`src/rtl/mem_access_ctrl.sv`:
```
// Memory access sequencer between the core's IFU/LSU and the DPI memory bridge.
// Arbitrates requests, holds bridge inputs stable for LATENCY cycles, and returns one response pulse per request.
module mem_access_ctrl #(
  parameter int unsigned LATENCY        = 2,
  parameter int unsigned MAX_LSU_STREAK = 4
) (
  input  logic        iClock,
  input  logic        iResetN,
  input  logic        iIfuReqValid,
  output logic        oIfuReqReady,
  input  logic [63:0] iIfuAddr,
  output logic        oIfuRespValid,
  output logic [63:0] oIfuRespData,
  input  logic        iLsuReqValid,
  output logic        oLsuReqReady,
  input  logic        iLsuWrEn,
  input  logic [63:0] iLsuAddr,
  input  logic [63:0] iLsuWrData,
  input  logic [7:0]  iLsuWrLen,
  output logic        oLsuRespValid,
  output logic [63:0] oLsuRespData,
  output logic [63:0] oMemRdAddrInst,
  output logic [63:0] oMemRdAddrLoad,
  output logic        oMemWrEn,
  output logic [63:0] oMemWrAddr,
  output logic [63:0] oMemWrData,
  output logic [7:0]  oMemWrLen,
  input  logic [63:0] iMemRdDataInst,
  input  logic [63:0] iMemRdDataLoad,
  output logic        oBusy
);

  localparam int unsigned CW = 4;

  typedef enum logic [1:0] {IDLE, ACCESS, RESP} state_t;

  state_t        state, next_state;
  logic [CW-1:0] streak;
  logic [CW-1:0] cnt;
  logic          kind_lsu;
  logic          kind_wr;
  logic          grant_lsu;
  logic          grant_ifu;

  // Grant, readies and next state; readies exist only in IDLE and out of reset
  always_comb begin
    next_state   = state;
    grant_lsu    = 1'b0;
    grant_ifu    = 1'b0;
    oIfuReqReady = 1'b0;
    oLsuReqReady = 1'b0;
    case (state)
      IDLE: begin
        grant_lsu    = iLsuReqValid && (!iIfuReqValid || (streak < CW'(MAX_LSU_STREAK)));
        grant_ifu    = iIfuReqValid && !grant_lsu;
        oIfuReqReady = iResetN && grant_ifu;
        oLsuReqReady = iResetN && grant_lsu;
        if (oIfuReqReady || oLsuReqReady) next_state = ACCESS;
      end
      ACCESS: if (cnt == '0) next_state = RESP;
      RESP:   next_state = IDLE;
      default: next_state = IDLE;
    endcase
  end

  always_ff @(posedge iClock) begin
    if (!iResetN) state <= IDLE;
    else          state <= next_state;
  end

  // Bridge outputs change only on the edge after a handshake, so the bridge never sees spurious accesses
  always_ff @(posedge iClock) begin
    if (!iResetN) begin
      streak         <= '0;
      cnt            <= '0;
      kind_lsu       <= 1'b0;
      kind_wr        <= 1'b0;
      oIfuRespValid  <= 1'b0;
      oIfuRespData   <= '0;
      oLsuRespValid  <= 1'b0;
      oLsuRespData   <= '0;
      oMemRdAddrInst <= '0;
      oMemRdAddrLoad <= '0;
      oMemWrEn       <= 1'b0;
      oMemWrAddr     <= '0;
      oMemWrData     <= '0;
      oMemWrLen      <= '0;
      oBusy          <= 1'b0;
    end else begin
      oMemWrEn      <= 1'b0;
      oIfuRespValid <= 1'b0;
      oLsuRespValid <= 1'b0;
      oBusy         <= (next_state != IDLE);
      case (state)
        IDLE: begin
          if (oIfuReqReady) begin
            kind_lsu       <= 1'b0;
            kind_wr        <= 1'b0;
            cnt            <= CW'(LATENCY - 1);
            streak         <= '0;
            oMemRdAddrInst <= iIfuAddr;
          end else if (oLsuReqReady) begin
            kind_lsu <= 1'b1;
            kind_wr  <= iLsuWrEn;
            cnt      <= CW'(LATENCY - 1);
            if (!iIfuReqValid)                         streak <= '0;
            else if (streak != CW'(MAX_LSU_STREAK))    streak <= streak + CW'(1);
            if (iLsuWrEn) begin
              oMemWrEn   <= 1'b1;
              oMemWrAddr <= iLsuAddr;
              oMemWrData <= iLsuWrData;
              oMemWrLen  <= iLsuWrLen;
            end else begin
              oMemRdAddrLoad <= iLsuAddr;
            end
          end
        end
        ACCESS: begin
          if (cnt == '0) begin
            if (!kind_lsu) begin
              oIfuRespValid <= 1'b1;
              oIfuRespData  <= iMemRdDataInst;
            end else begin
              oLsuRespValid <= 1'b1;
              oLsuRespData  <= kind_wr ? 64'd0 : iMemRdDataLoad;
            end
          end else begin
            cnt <= cnt - CW'(1);
          end
        end
        default: ;
      endcase
    end
  end

endmodule

```
`config.mk`:
```
export PLATFORM = sky130hd
export DESIGN_NAME = mem_access_ctrl
export DESIGN_NICKNAME = d
export VERILOG_FILES = /design/src/rtl/mem_access_ctrl.sv
export SDC_FILE = /design/constraint.sdc
export NUM_CORES = 1
export LEC_CHECK = 0
export CAP_MARGIN = 15
export CORE_AREA = 2 2 281 283
export DETAILED_ROUTE_END_ITERATION = 8
export DIE_AREA = 0 0 283 285
export DONT_BUFFER_PORTS = 1
export GPL_TIMING_DRIVEN = 0
export PLACE_DENSITY = 0.36
export SKIP_CTS_REPAIR_TIMING = 1
export SLEW_MARGIN = 30
export SYNTH_ARGS = -nofsm -noshare
export SYNTH_HDL_FRONTEND = slang
export SYNTH_SLANG_ARGS = --single-unit
export TNS_END_PERCENT = 30
```
`constraint.sdc`:
```
create_clock -name iClock -period 1.72 [get_ports iClock]
set_clock_uncertainty 0.05 [all_clocks]
set_input_delay 0.258 -clock iClock [delete_from_list [all_inputs] [get_ports iClock]]
set_output_delay 0.258 -clock iClock [all_outputs]
set_load 0.01 [all_outputs]
```
==> summary.md <==
| Metric | Value |
|---|---|
| Status | finished with violations |
| Violated checks | negative hold slack, negative setup slack |
| Worst-skew pair later-pin latency | 590 ps |
| Ratio of final minimum period to clock period | 110.5% |
| Fmax | 526.1 MHz |
| DR iter-0 viols | 494 |
| Clock sink count | 408 |
| Gr usage total | 14.50% |
| Remaining DRCs | 0 |
| Final ANT Viol Nets | 0 |
| Die H | 285 µm |
| Final cell count without fillers | 3221 |
| Cell area after synthesis | 0.01496 mm² |
| Most Crowded Layer GR | met2 |
| Most frequent cells in the layout | nand2_1, dfxtp_1, dlygate4sd3_1, nand3_1, a21boi_1 |
| Fillcell total | 8102 |
| Post-synthesis sequential area ratio | 54.59% |
| Most common cell after layout, fill and taps aside | nand2_1 |
| Distinct cells, synth | 45 |
| Placed insts | 2748 |
| H-tree depth | 2 |
| Vias in the first global route | 12140 |
| CP Max Fanout | 5 |
| CTS clock-pin slew for the worst setup and hold paths | 60 ps |
| Total CTS buffers | 48 |
| Leak | 9.116 nW |
| Endpoint class of the critical path | output pin |
| TritonCTS clock tree | done |
| First-pass GRT wire length | 87340 µm |
| Cell Rows | 103 |
| Total Nets Final | 2468 |
| Setup violators final | 258 |
| IO Pins | 731 |
| Syn Nets | 2034 |
| Port buffer count | 0 |
| Layout cells sized above 1 | 18.17% |
| Crit path time final | 1901 ps |
| Max-slew violations | 0 |
| YS warnings | 0 |
| Number of enable flip-flop cells after synthesis | 0 |
| Placer Congestion | 0.9164 |
| Initial antenna violation count | 6 |
| Met1 Usage GRT | 14.73% |
| Drt pass-1 iters | 5 |
| Vias | 13790 |
| CP Launch Type | flop |
| Synth area leader | dfxtp_1 |
| Area growth syn-to-layout | 56.59% |
| Wirelength per Cell | 20.59 µm |
| Core area | 0.07797 mm² |
| Critical path data required time | 1410 ps |
| Top cell type's share of synthesized area | 54.59% |
| Hold Path Class | in -> reg |
| CTS Root Cell | clkbuf_16 |
| Setup Crit Path Kind | reg -> out |
| Worst vdd ir | 624.4 µV |
| Global route total overflow | 0 |
| Fin Setup TNS | -15550 ps |
| Max-cap violations | 0 |
| Yosys reg bits | 408 |
| Place WS | -1058 ps |
| Vias per Instance | 4.280 |
| Area of the die | 0.08066 mm² |
| Pwr dens | 999.9 mW/mm² |
| Worst Hold Slack | -0.09370 ps |
| Clk buf depth | 3 |
| Met2 Use GR | 27.00% |
| Post-Syn Instances | 1698 |
| Initial core utilization | 19.19% |
| Synth area leaders | dfxtp_1, nand2_1, nand3_1 |
| Slew margin rel. | 33.40% |
| Fin. Hold Viols | 1 |
| Die width | 283 µm |
| DRT Wirelength | 66320 µm |
| RSZ-0062 raised after global routing | yes |
| Ys async rst share | 0% |
| Worst slew pin tran | 999.0 ps |
| Ys flop type | dfxtp_1 |
| Largest net degree at the start of global routing | 14 |
| DP HPWL | 48280 µm |
| GR Layer Usage met3 | 6.280% |
| Synth Area per Inst | 8.812 µm² |
| Worst endpoint data arrival time | 1590 ps |
| Post-route setup slack | -180.9 ps |
==> stage by stage <==
| stage | total power, W | instance area (µm²) | hold slack, ps | utilization [%] |
|---|---|---|---|---|
| 2_1_floorplan | 0.01145 | 14980 | 307.0 | - |
| 6_report | 0.02343 | 23430 | -0.09370 | 30.05 |
| 3_5_place_dp | 0.01208 | 16290 | 311.8 | 20.90 |
| 4_1_cts | 0.02260 | 17890 | -335.8 | 22.94 |
| 3_3_place_gp | 0.01206 | 16290 | 309.2 | 20.90 |
| 5_1_grt | 0.02444 | 23430 | 9.373 | 30.05 |
==> where the power goes <==
group | internal, W | switching [W] | total (W)
Sequential | 0.00989 | 0.000624 | 0.0105
Combinational | 0.00133 | 0.00122 | 0.00255
Clock | 0.00611 | 0.00425 | 0.0104
Total | 0.0173 | 0.00610 | 0.0234
==> synthesized netlist by cell type (2+ instances only) <==
library cell and count:
a21oi_1 3, buf_4 19, and2_1 2, a21boi_1 100, buf_2 34, nand3_1 210
buf_6 6, o21ai_0 29, inv_1 4, o21ai_1 7, nor2_1 5, nand3b_1 64
nand2_1 536, dfxtp_1 408, clkbuf_1 70, ha_1 3, mux2i_1 65, nor2b_1 68
nand2b_1 3, or4_1 2, and3_1 2, buf_1 5, a21boi_0 31
==> final timing paths <==
kind | start | endpoint | slack, ps | cells past startpoint
min reg2reg | streak[2]$_SDFFE_PN0P_ | streak[2]$_SDFFE_PN0P_ | 440 | 2
min | iResetN | state[0]$_SDFF_PN0_ | -0.09 | 3
max | state[1]$_SDFF_PN0_ | oIfuReqReady | -180 | 3
max reg2reg | cnt[0]$_SDFFE_PN0P_ | oIfuRespData[18]$_SDFFE_PN0P_ | -120 | 8
==> per-layer routing <==
metal  wire [µm]  up-vias
met5          13        -
met1       23920     6621
met3        5787      119
met4        2125        2
met2       34480      563
li1            -     6481
==> area by class of cell <==
cell class              instances  area (µm²)  area share (%)
diodes                          3       7.507         0.03204
plain buffers                 132        1125           4.801
clock buffers                  69        1400           5.975
clock inverters                17       197.7          0.8437
inverters                       5       33.78          0.1442
multi-input cells            1151        6900           29.45
flip-flops and latches        408        8179           34.91
well taps                    1050        1314           5.607
repair buffers                386        4274           18.24
==> critical path: stages (launching register included) <==
cell and delay, ps:
dfxtp_2 350, nand4bb_4 260, a21oi_4 220, buf_12 180
==> cell families after synthesis <==
family | after synthesis | share of synthesized area (%)
AO/OA/AOI/OAI | 177 | 8.270
AND/OR/NAND/NOR | 906 | 28.00
multiplexers | 65 | 4.348
flip-flops | 408 | 54.59
buffers and inverters | 139 | 4.549
adder cells (fa/ha/maj) | 3 | 0.2509
==> state kept, by name, indices dropped and copies added (netlist names) <==
register and cells:
cnt 4, oIfuRespValid 1, kind_wr 1, oMemWrEn 1
oMemWrLen 8, oIfuRespData 64, streak 4, oMemWrAddr 64
oMemRdAddrLoad 64, oMemRdAddrInst 64, kind_lsu 1, oLsuRespValid 1
oLsuRespData 64, state 2, oMemWrData 64, oBusy 1
No activity file was read; power rests on OpenSTA's default activity.
